$ cat src/rtl/sh_deserializer_pkg.sv
// Shared definitions for the sh_deserializer slice: FSM state encodings and
// the frame-length helper. SH_PARITY_EN adds one trailing even-parity bit per frame.
package sh_pkg;

  localparam logic [1:0] IDLE  = 2'd0;
  localparam logic [1:0] SHIFT = 2'd1;
  localparam logic [1:0] CLOSE = 2'd2;

  // Serial bits per frame: payload only, or payload plus parity.
  function automatic int frame_len(input int width);
`ifdef SH_PARITY_EN
    return width + 1;
`else
    return width;
`endif
  endfunction

endpackage

$ cat src/rtl/sh_deserializer_if.sv
// Parallel-side bus of sh_deserializer: valid/ready word output plus the
// frame status pulses. The master is the deserializer and the slave is the consumer.
interface sh_deserializer_if #(parameter int WIDTH = 8);
  logic [WIDTH-1:0] word_o;
  logic             valid_o;
  logic             ready_i;
  logic             len_err_o;
  logic             ovf_o;
  logic             par_err_o;

  modport master (output word_o, valid_o, len_err_o, ovf_o, par_err_o, input ready_i);
  modport slave  (input word_o, valid_o, len_err_o, ovf_o, par_err_o, output ready_i);
endinterface

$ cat src/rtl/sh_deserializer_out_buf.sv
// One-entry valid/ready holding register for completed frames.
// A load wins over a same-cycle transfer, so valid stays high in that cycle.
module sh_out_buf #(
  parameter int WIDTH = 8
) (
  input  logic             clk,
  input  logic             rst,
  input  logic             load,
  input  logic [WIDTH-1:0] din,
  input  logic             ready,
  output logic             valid,
  output logic [WIDTH-1:0] dout,
  output logic             full
);

  logic             r_valid;
  logic [WIDTH-1:0] r_data;

  // Hold the word until it is consumed; replace it only on a load.
  always_ff @(posedge clk) begin
    if (rst) begin
      r_valid <= 1'b0;
      r_data  <= '0;
    end else if (load) begin
      r_valid <= 1'b1;
      r_data  <= din;
    end else if (r_valid && ready) begin
      r_valid <= 1'b0;
    end
  end

  assign valid = r_valid;
  assign dout  = r_data;
  assign full  = r_valid;

endmodule

$ cat src/rtl/sh_deserializer.sv
// Serial-to-parallel frame capture behind the rfin/sh_en sync FSM.
// Optional feature macro: SH_PARITY_EN (trailing even-parity bit per frame).
//
// state | meaning
// IDLE  | waiting for active_i with sh_en_sync high
// SHIFT | sampling sdi one bit per clock while sh_en_sync is high
// CLOSE | one cycle: check length/parity, hand the word to the output buffer
module sh_deserializer
  import sh_pkg::*;
#(
  parameter int WIDTH = 8,
  parameter int CNT_W = 6
) (
  input  logic              clk,
  input  logic              rst,
  input  logic              active_i,
  input  logic              sh_en_sync,
  input  logic              sdi,
  sh_deserializer_if.master bus
);

  localparam int               FRAME_LEN = frame_len(WIDTH);
  localparam logic [CNT_W-1:0] LEN_C     = CNT_W'(FRAME_LEN);
  localparam logic [CNT_W-1:0] SAT_C     = CNT_W'(FRAME_LEN + 1);

  logic [1:0]           r_state;
  logic [1:0]           w_state_nxt;
  logic [FRAME_LEN-1:0] r_shreg;
  logic [CNT_W-1:0]     r_cnt;
  logic                 r_sh_en_prev;

  logic w_close, w_len_bad, w_par_bad, w_good, w_load, w_ovf, w_full;

  // State register.
  always_ff @(posedge clk) begin
    if (rst) r_state <= IDLE;
    else     r_state <= w_state_nxt;
  end

  // Next-state logic; losing active_i outranks the sh_en falling edge.
  always_comb begin
    w_state_nxt = r_state;
    case (r_state)
      IDLE:  if (active_i && sh_en_sync) w_state_nxt = SHIFT;
      SHIFT: begin
        if (!active_i)                         w_state_nxt = IDLE;
        else if (!sh_en_sync && r_sh_en_prev)  w_state_nxt = CLOSE;
      end
      CLOSE: w_state_nxt = IDLE;
      default: w_state_nxt = IDLE;
    endcase
  end

  // Shift register, saturating bit counter and sh_en edge history.
  always_ff @(posedge clk) begin
    if (rst) begin
      r_shreg      <= '0;
      r_cnt        <= '0;
      r_sh_en_prev <= 1'b0;
    end else begin
      r_sh_en_prev <= sh_en_sync;
      if (r_state == IDLE && active_i && sh_en_sync) begin
        r_shreg <= {r_shreg[FRAME_LEN-2:0], sdi};
        r_cnt   <= CNT_W'(1);
      end else if (r_state == SHIFT && active_i && sh_en_sync) begin
        r_shreg <= {r_shreg[FRAME_LEN-2:0], sdi};
        if (r_cnt < SAT_C) r_cnt <= r_cnt + CNT_W'(1);
      end
    end
  end

`ifdef SH_PARITY_EN
  assign w_par_bad = ^r_shreg;
`else
  assign w_par_bad = 1'b0;
`endif

  // Output decode: frame verdict during CLOSE, driven from registered state.
  always_comb begin
    w_close   = (r_state == CLOSE);
    w_len_bad = w_close && (r_cnt != LEN_C);
    w_good    = w_close && (r_cnt == LEN_C) && !w_par_bad;
    w_load    = w_good && (!w_full || bus.ready_i);
    w_ovf     = w_good && w_full && !bus.ready_i;
  end

  assign bus.len_err_o = w_len_bad;
  assign bus.par_err_o = w_close && (r_cnt == LEN_C) && w_par_bad;
  assign bus.ovf_o     = w_ovf;

  sh_out_buf #(.WIDTH(WIDTH)) u_out_buf (
    .clk   (clk),
    .rst   (rst),
    .load  (w_load),
    .din   (r_shreg[FRAME_LEN-1 -: WIDTH]),
    .ready (bus.ready_i),
    .valid (bus.valid_o),
    .dout  (bus.word_o),
    .full  (w_full)
  );

endmodule
$ cat src/flat_wrapper.sv
// flat-port wrapper written by rule: the top's interface ports become plain ports
module sh_deserializer_flat import sh_pkg::*;
#(
  parameter int WIDTH = 8,
  parameter int CNT_W = 6
)
  (clk, rst, active_i, sh_en_sync, sdi, bus_word_o, bus_valid_o, bus_len_err_o, bus_ovf_o, bus_par_err_o, bus_ready_i);
  sh_deserializer_if #(.WIDTH(WIDTH)) bus_i ();
  input  logic clk;
  input  logic rst;
  input  logic active_i;
  input  logic sh_en_sync;
  input  logic sdi;
  output wire logic [$bits(bus_i.word_o)-1:0] bus_word_o;
  output wire logic [$bits(bus_i.valid_o)-1:0] bus_valid_o;
  output wire logic [$bits(bus_i.len_err_o)-1:0] bus_len_err_o;
  output wire logic [$bits(bus_i.ovf_o)-1:0] bus_ovf_o;
  output wire logic [$bits(bus_i.par_err_o)-1:0] bus_par_err_o;
  input wire logic [$bits(bus_i.ready_i)-1:0] bus_ready_i;
  assign bus_word_o = bus_i.word_o;
  assign bus_valid_o = bus_i.valid_o;
  assign bus_len_err_o = bus_i.len_err_o;
  assign bus_ovf_o = bus_i.ovf_o;
  assign bus_par_err_o = bus_i.par_err_o;
  assign bus_i.ready_i = bus_ready_i;
  sh_deserializer #(.WIDTH(WIDTH), .CNT_W(CNT_W)) u_core (.clk(clk), .rst(rst), .active_i(active_i), .sh_en_sync(sh_en_sync), .sdi(sdi), .bus(bus_i));
endmodule
$ cat config.mk
export PLATFORM = sky130hd
export DESIGN_NAME = sh_deserializer_flat
export DESIGN_NICKNAME = d
export VERILOG_FILES = /design/src/rtl/sh_deserializer_pkg.sv /design/src/rtl/sh_deserializer_if.sv /design/src/rtl/sh_deserializer_out_buf.sv /design/src/rtl/sh_deserializer.sv /design/src/flat_wrapper.sv
export SDC_FILE = /design/constraint.sdc
export NUM_CORES = 1
export LEC_CHECK = 0
export ABC_CLOCK_PERIOD_IN_PS = 1690
export BUFFER_PORTS_ARGS = -buffer_cell sky130_fd_sc_hd__clkbuf_2
export CAP_MARGIN = 20
export CORE_MARGIN = 2
export CORE_UTILIZATION = 47
export CTS_CLUSTER_DIAMETER = 150
export DETAILED_ROUTE_END_ITERATION = 12
export PLACE_DENSITY = 0.71
export SYNTH_ARGS = -nofsm -noshare
export SYNTH_HDL_FRONTEND = slang
export SYNTH_HIERARCHICAL = 1
export SYNTH_SLANG_ARGS = --single-unit
$ cat constraint.sdc
create_clock -name clk -period 1.69 [get_ports clk]
set_clock_uncertainty 0.15 [all_clocks]
set_input_delay 0.169 -clock clk [delete_from_list [all_inputs] [get_ports clk]]
set_output_delay 0.169 -clock clk [all_outputs]
set_load 0.01 [all_outputs]
## Yosys cells after proc, flatten, opt, wreduce, memory -nomap -nowiden

Index checks and enable logic that the tools add are counted.

- Register bits: 26
- Bits of input ports: 6
- Word-level logic and storage cells: 50
- Output and inout port bits: 12

- Multiplexer cells: 11
- Magnitude comparators: 1
- Eq/ne operators: 6
- $add $sub $neg: 1
- Reductions and logical operators: 24

Operators by type and width:

| kind | number |
|---|---|
| 8-bit two-way mux | 2 |
| 1-bit logical AND | 12 |
| 6-bit by 1-bit adder with 6-bit output, second input constant | 1 |
| 6-bit by 4-bit == test with 1-bit output, second input constant | 1 |
| 6-bit by 4-bit less-than comparator with 1-bit output, second input constant | 1 |
| 2-bit two-way mux | 3 |
| 6-bit by 4-bit inequality test with 1-bit output, second input constant | 1 |
| 2-bit AND reduction | 3 |
| 2-bit nonzero test | 3 |
| 1-bit two-way mux | 5 |
| 2-bit case mux with 2 select lines | 1 |
| 1-bit zero test | 3 |
| 3-bit by 2-bit inequality test with 1-bit output, second input constant | 1 |
| 2-bit by 1-bit == test with 1-bit output, second input constant | 1 |
| 2-bit == test, second input constant | 1 |
| 2-bit zero test | 1 |
| 2-bit by 1-bit inequality test with 1-bit output, second input constant | 1 |
| 2-bit OR reduction | 1 |
| 1-bit logical OR | 1 |

## Depth between registers and ports, before layout

Gate-level depths: netlist of run 1.

- Depth after elaboration: 5
- Mapped depth: 7
- Depth with buffers taken out: 6

## Hierarchy

The synthesis of run 1 kept the hierarchy.

By module, submodules not included:

| module | seq. area each (µm²) | area each (µm²) | cells each | times used |
|---|---|---|---|---|
| sh_deserializer | 340.3 | 804.5 | 83 | 1 |
| sh_out_buf | 180.2 | 329.1 | 31 | 1 |

## Worst setup path before layout of run 1

OpenSTA, ideal clock, no wires.

- Path type: reg-to-reg
- From: reg u_core.r_cnt[3]
- To: reg u_core.u_out_buf.r_data[0] (netlist: u_core/u_out_buf/dout[0])
- Period minus slack after synthesis: 1.673 ns
- Arrival time: 1.406 ns
- Cell stages (with the launch flop): 7
- Setup slack: 0.017 ns
- Library setup time: 0.117 ns
- Cells stage by stage: dfxtp_1 > nor4b_1 > nand4b_1 > a21oi_1 > buf_6 > mux2i_1 > nor2_1

- Longest elaborated chain between the ends: 3

Ends and longest elaborated chain:

| element | RTL line | RTL |
|---|---|---|
| start, declared | sh_deserializer.sv:29 | `logic [CNT_W-1:0] r_cnt;` |
| start signal, assigned | sh_deserializer.sv:67 | `if (r_cnt < SAT_C) r_cnt <= r_cnt + CNT_W'(1);` |
| 6-bit by 4-bit == test with 1-bit output | sh_deserializer.sv:82 | `w_good = w_close && (r_cnt == LEN_C) && !w_par_bad;` |
| 1-bit logical AND | sh_deserializer.sv:82 |  |
| 1-bit logical AND | sh_deserializer.sv:83 | `w_load = w_good && (!w_full \|\| bus.ready_i);` |
| net u_core.w_load | sh_deserializer.sv:32 | `logic w_close, w_len_bad, w_par_bad, w_good, w_load, w_ovf, w_full;` |
| end signal, assigned | sh_deserializer_out_buf.sv:26 | `r_data <= din;` |
| end, declared | sh_deserializer_out_buf.sv:17 | `logic [WIDTH-1:0] r_data;` |

The timed path passes the listed nets, and every way through them passes these cells.
A chain may end at the register's enable or synchronous reset.

## Worst setup path after layout of run 1

- From: reg u_core.r_cnt[4]
- To: out bus_ovf_o

- Longest elaborated chain between the ends: 4

Ends and longest elaborated chain:

| element | RTL line | RTL |
|---|---|---|
| 6-bit by 4-bit == test with 1-bit output | sh_deserializer.sv:82 |  |
| 1-bit logical AND | sh_deserializer.sv:82 |  |
| 1-bit logical AND (2 in series) | sh_deserializer.sv:84 | `w_ovf = w_good && w_full && !bus.ready_i;` |
| end, declared | flat_wrapper.sv:17 | `output wire logic [$bits(bus_i.ovf_o)-1:0] bus_ovf_o;` |

Every way passes these cells.

==> flow_summary_export.csv, run 1 <==
group,metric,value,unit
synth,synth_fa_ha_area_share,3.31,%
critical_path,path_max_fanout,2,
outcome,failed_checks,"negative setup slack",
sta,post-route-period-util,114,%
global_routing,grt_use_total,17.9,%
detailed_routing,drt_wl_total,2260,microns
sta,fin_ws,-0.228,ns
synth,synth_top_area_share,45.9,%
synth,synth_top_family_by_area,"simple AND/OR/NAND/NOR gates",
run,maxCapViolCount,0,
place,gp_congestion,0.749,
synth,avgSynthCellArea,9.94,sq um
cells_and_area,drive_gt1_share,34.5,%
die,start_util,50.3,%
clock_network,cts_sinks,26,
detailed_routing,drtIter0Drc,20,
place,dpl.hpwl,1500,microns
clock_network,clk_pin_slew_worst_paths,0.13,ns
cells_and_area,final_common_cell,"dfxtp_1",
die,core_area,2250,sq um
synth,ys_seq_area_share,45.9,%
detailed_routing,drt-pass1-iter-count,4,
synth,synth_mux_area_share,15.9,%
global_routing,grt_max_degree,22,
synth,netlist_area,1130,sq um
synth,ys_warn_count,6,
detailed_routing,wl_per_cell,13.0,microns
global_routing,grt_overflow,0,
clock_network,htreeDepth,1,
detailed_routing,num_vias,914,
detailed_routing,antenna_left,0,
worst_hold_path,holdCritPathClass,"in -> reg",
global_routing,grt_pass1_vias,816,
die,fp-row-count,17,
die,die_area,2820,sq um
synth,synth_compound_gate_area_share,8.50,%
synth,synth_area_leaders,"dfxtp_1 46%, mux2i_1 16%, nor2_1 5.6%, ha_1 3.3%, inv_1 2.6%",
synth,yosysUniqueCellTypes,32,
clock_network,clkLatencyLatePin,0.32,ns
clock_network,clockRootBuffer,"clkbuf_4",
sta,finalHoldViolations,0,
pwr,p_leak,0.623,nW
global_routing,grt_pass1_wl,3570,microns
cells_and_area,final_cell_mix,"22 x dfxtp_1, 17 x mux2i_1, 17 x nor2_1",
critical_path,r2r-start,"u_core/r_cnt[4]$_SDFFE_PP0P_",
sta,rsz0062_at_grt,"yes",
cells_and_area,layout.nets,155,
pwr,power.density,694,nW/um^2
cells_and_area,diodes,0,
clock_network,cts_buffers,3,
outcome,status,"complete, but fails checks",
clock_network,clock_path_buffers,2,
place,pre_cts_ws,-0.110,ns
synth,syn-num-nets,123,
clock_network,cts_tree,"built",
place,portBuffers,16,
sta,timing.fmax,521,MHz
worst_hold_path,holdCritStartpoint,"rst",
synth,yosysTopAreaCell,"dfxtp_1",
cells_and_area,areaGrowthSynthToFinish,30.2,%
critical_path,end_kind,"output pin",
die,die_height,53.1,microns
die,io_pins,18,
sta,report.final.slew_viol_count,0,
die,die_x,53.1,microns
pwr,finalPower,0.00102,W
critical_path,worst-setup-path-type,"reg -> out",
detailed_routing,via_per_inst,5.28,
cells_and_area,fin_area,1480,sq um
synth,synthXorXnorAreaFrac,0,%
synth,synth_seq_cells,26,
critical_path,startpoint_type,"flop",
place,dpl-instance-area,1280,sq um
sta,min_period,1.92,ns
pwr,peakVddDrop,476,uV
critical_path,cp.required,1.37,ns
critical_path,startpoint,"u_core/r_cnt[4]$_SDFFE_PP0P_",
synth,postSynthCellCount,114,
detailed_routing,drc,0,
critical_path,cp_data_arrival_time,1.60,ns
global_routing,grt_antenna_before_repair,0,
sta,setup_viol,9,
synth,synth-simple-area-share,19.9,%
Yosys cell counts:
master      n
ha_1        3
inv_1       8
o21a_1      1
nor4b_1     1
a21oi_1     4
nand2b_1    4
buf_6       1
nor3_1      1
a21o_1      1
buf_2       1
dfxtp_1    26
clkbuf_1    1
a2111oi_4   1
nand3b_1    3
nand3_1     4
nand4bb_1   1
conb_1      1
clkbuf_2    1
buf_4       2
a211oi_1    1
mux2i_1    18
or3b_4      1
nor2_1     17
and3_1      3
nor3b_1     1
nor4_1      1
nand4b_1    1
a2111oi_1   1
nor2b_1     2
nand2_1     1
o31ai_1     1
a2111oi_0   1
area by class of cell:
class	count	area [sq um]
Fill cell	197	778
Clock buffer	4	36.3
Tap cell	28	35.0
Multi-Input combinational cell	74	627
Timing Repair Buffer	33	223
Sequential cell	26	526
Inverter	8	30.0
cell families after synthesis:
| group | Yosys count |
|---|---|
| AOI/OAI and AO/OA | 11 |
| adders and majority gates | 3 |
| buffers and inverters | 14 |
| DFF | 26 |
| muxes | 18 |
| other | 1 |
| and+or+nand+nor | 41 |
path summary, 6_finish.rpt:
kind                                                end  slack (ns)  cells after the start
setup / recovery                              bus_ovf_o       -0.23                      5
hold / removal             u_core/r_cnt[3]$_SDFFE_PP0P_        0.08                      3
setup reg to reg  u_core/u_out_buf/dout[7]$_SDFFE_PP0P_       -0.16                      7
hold reg to reg          u_core/r_state[1]$_SDFFE_PP0P_        0.32                      2
routing by layer:
layer / up-vias / routed length, microns / track usage, %
met5: - / 0 / 0
met3: 6 / 83 / 5.08
met2: 26 / 1090 / 29.6
met1: 428 / 1040 / 21.9
li1: 454 / - / -
met4: 0 / 38 / 6.41
per-stage QoR:
stage	TNS (ns)	cells	hold slack (ns)	utilization [%]
global placement	-0.0113	161	0.253	56.6
detailed placement	-0.609	161	0.271	56.6
floorplan	0	114	0.0906	-
global route	-1.99	173	0.0959	65.5
CTS	-0.475	173	0.0612	64.5
finish	-1.09	173	0.0784	65.5
critical path: stages, from the launching register on:
cell,delay (ns)
dfxtp_2,0.36
nor4b_4,0.29
nand4b_1,0.18
buf_4,0.17
nor3b_2,0.13
buf_2,0.14
power by group:
| part | switching (W) | internal [W] | leakage, nW |
|---|---|---|---|
| Clock | 0.000173 | 0.000132 | 0.0210 |
| Sequential | 0.00000479 | 0.000619 | 0.212 |
| Combinational | 0.0000547 | 0.0000408 | 0.389 |
| Total | 0.000233 | 0.000792 | 0.623 |
state kept, by name, indices dropped and copies added, names as in the netlist:
signal	cells
u_core/r_shreg	8
u_core/u_out_buf/full	1
u_core/r_state	2
u_core/r_sh_en_prev	1
u_core/r_cnt	6
u_core/u_out_buf/dout	8
repair_timing:
action                     in CTS  in global routing
cloned                          1                  0
buffers inserted                4                  2
setup endpoints to repair      10                 13
gates resized for setup        18                  8
pin swaps                       5                  5
hold buffers                    3                  0
hold endpoints to repair        3                  0
Note: power is estimated with default switching activity, not from simulation.
==> run 2, diff against run 1 <==
==> constraint.sdc (replaced) <==
create_clock -name clk -period 1.69 [get_ports clk]
set_clock_uncertainty 0.15 [all_clocks]
set_input_delay 0.338 -clock clk [delete_from_list [all_inputs] [get_ports clk]]
set_output_delay 0.338 -clock clk [all_outputs]
set_load 0.01 [all_outputs]
==> run 2 against run 1 <==
Against the previous run:
- the flow still finishes with violations (negative setup slack)
- sequential power barely moved
- clock-buffer cell count shrank 1
- first-iteration DRC count decreased by 25%
- largest power group unchanged
- largest cell class unchanged
- register-to-register slack improved by 0.16 ns
- die area stayed put
- core utilization down 2.9 points
==> flow_summary_export.csv, run 2 (synthesized netlist as in run 1, its figures left out) <==
group,metric,value,unit
detailed_routing,drt-pass1-iter-count,4,
critical_path,crit_chain,"nor4b_4 -> nand4b_1 -> nor3b_2 -> buf_2",
detailed_routing,wl_met2,967,microns
detailed_routing,antenna_left,0,
critical_path,cp_data_arrival_time,1.46,ns
run,maxCapViolCount,0,
place,portBuffers,16,
clock_network,clock_path_buffers,2,
cells_and_area,layout.cells.non_filler,166,
die,start_util,50.3,%
clock_network,cts_sinks,26,
clock_network,clkLatencyLatePin,0.32,ns
critical_path,slowest_delay,0.36,ns
pwr,p_leak,0.593,nW
clock_network,cts_buffers,3,
sta,report.final.slew_viol_count,0,
detailed_routing,drtIter0Drc,15,
detailed_routing,drc,0,
sta,min_period,1.94,ns
critical_path,end_kind,"output pin",
die,io_pins,18,
cells_and_area,drive_gt1_share,31.2,%
critical_path,cp.required,1.20,ns
detailed_routing,drt_wl_total,2170,microns
die,die_height,53.1,microns
place,placed_cells,162,
detailed_routing,wl_met3,109,microns
die,die_area,2820,sq um
sta,finalHoldViolations,0,
cells_and_area,areaGrowthSynthToFinish,24.5,%
outcome,failed_checks,"negative setup slack",
die,core_area,2250,sq um
sta,post-route-period-util,115,%
global_routing,grt_pass1_vias,789,
worst_hold_path,holdCritPathClass,"in -> reg",
sta,rsz0062_at_grt,"yes",
clock_network,clockRootBuffer,"clkbuf_4",
critical_path,ff2ff_path_depth,4,
place,dpl.hpwl,1490,microns
cells_and_area,final_common_cell,"dfxtp_1",
clock_network,cts_tree,"built",
sta,timing.fmax,514,MHz
outcome,status,"complete, but fails checks",
sta,fin_ws,-0.255,ns
detailed_routing,highest_layer,"met4",
clock_network,htreeDepth,1,
pwr,power.density,803,nW/um^2
sta,setup_viol,3,
place,gp_congestion,0.761,
detailed_routing,wl_per_cell,13.1,microns
pwr,finalPower,0.00113,W
critical_path,startpoint_type,"flop",
detailed_routing,via_per_inst,5.27,
critical_path,worst-setup-path-type,"reg -> out",
global_routing,grt_use_total,17.4,%
detailed_routing,num_vias,875,
pwr,peakVddDrop,502,uV
worst_hold_path,hold_depth,2,
global_routing,grt_overflow,0,
critical_path,path_max_fanout,2,
critical_path,slowest_stage,"dfxtp_2",
global_routing,grt_antenna_before_repair,0,
global_routing,grt_pass1_wl,3460,microns
cells_and_area,final_cell_mix,"23 x dfxtp_1, 18 x mux2i_1, 17 x nor2_1",
clock_network,clk_pin_slew_worst_paths,0.13,ns
cells_and_area,diodes,0,
global_routing,grt_max_degree,21,
detailed_routing,wl_met1,1010,microns
die,fp-row-count,17,
cells_and_area,layout.nets,148,
die,die_x,53.1,microns
[run 2: cell types whose count changed in the layout (fill, tap and decap cells not counted), sizes merged]
cell and delta:
dlygate4sd3 -3, buf -5, bufinv +1
[run 2: worst max-delay path: cells and delay by family, from the launching register on]
family / cells / cell delay (ns)
buffers and inverters: 1 / 0.15
DFF: 1 / 0.36
and+or+nand+nor: 3 / 0.64
[run 2: layout make-up]
cell class / count / area [sq um]
clock buffers: 3 / 22.5
well taps: 28 / 35.0
multi-input cells: 74 / 611
repair buffers: 26 / 159
fillers: 212 / 843
flip-flops and latches: 26 / 524
clock inverters: 1 / 30.0
inverters: 8 / 30.0
[run 2: stage by stage]
step                hold WS [ns]  setup WS [ns]  utilization (%)  cell area [sq um]  setup TNS [ns]
floorplan                  0.260        -0.0108                -               1140         -0.0861
global placement           0.282        -0.0508             57.2               1290          -0.289
finish                    0.0736         -0.255             62.6               1410          -0.327
global route              0.0665         -0.354             62.6               1410           -1.22
CTS                       0.0536         -0.282             60.5               1360          -0.374
detailed placement         0.288         -0.106             57.2               1290          -0.812
[run 2: final timing paths]
| path | start | end | slack, ns |
|---|---|---|---|
| setup / recovery | u_core/r_cnt[5]$_SDFFE_PP0P_ | bus_ovf_o | -0.25 |
| hold / removal | rst | u_core/r_cnt[0]$_SDFFE_PP0P_ | 0.07 |
| setup reg to reg | u_core/r_cnt[4]$_SDFFE_PP0P_ | u_core/r_cnt[3]$_SDFFE_PP0P_ | 0 |
| hold reg to reg | u_core/r_sh_en_prev$_SDFF_PP0_ | u_core/r_state[1]$_SDFFE_PP0P_ | 0.31 |
[run 2: metal layers]
layer  track usage (%)  up-vias
li1                  -      439
met1              21.1      403
met2              28.7       25
met3              3.67        8
met4              8.97        0
met5                 0        -
[run 2: what timing repair did]
item,CTS,global route
gates resized for setup,6,10
setup endpoints to repair,11,13
pin swaps,5,6
hold buffers,0,0
buffers inserted,0,0
[run 2: power by group]
| part | leakage, nW | internal, W | total, W | switching, W |
|---|---|---|---|---|
| clock network | 0.0279 | 0.000240 | 0.000423 | 0.000183 |
| registers | 0.212 | 0.000619 | 0.000624 | 0.00000504 |
| logic | 0.353 | 0.0000349 | 0.0000867 | 0.0000518 |
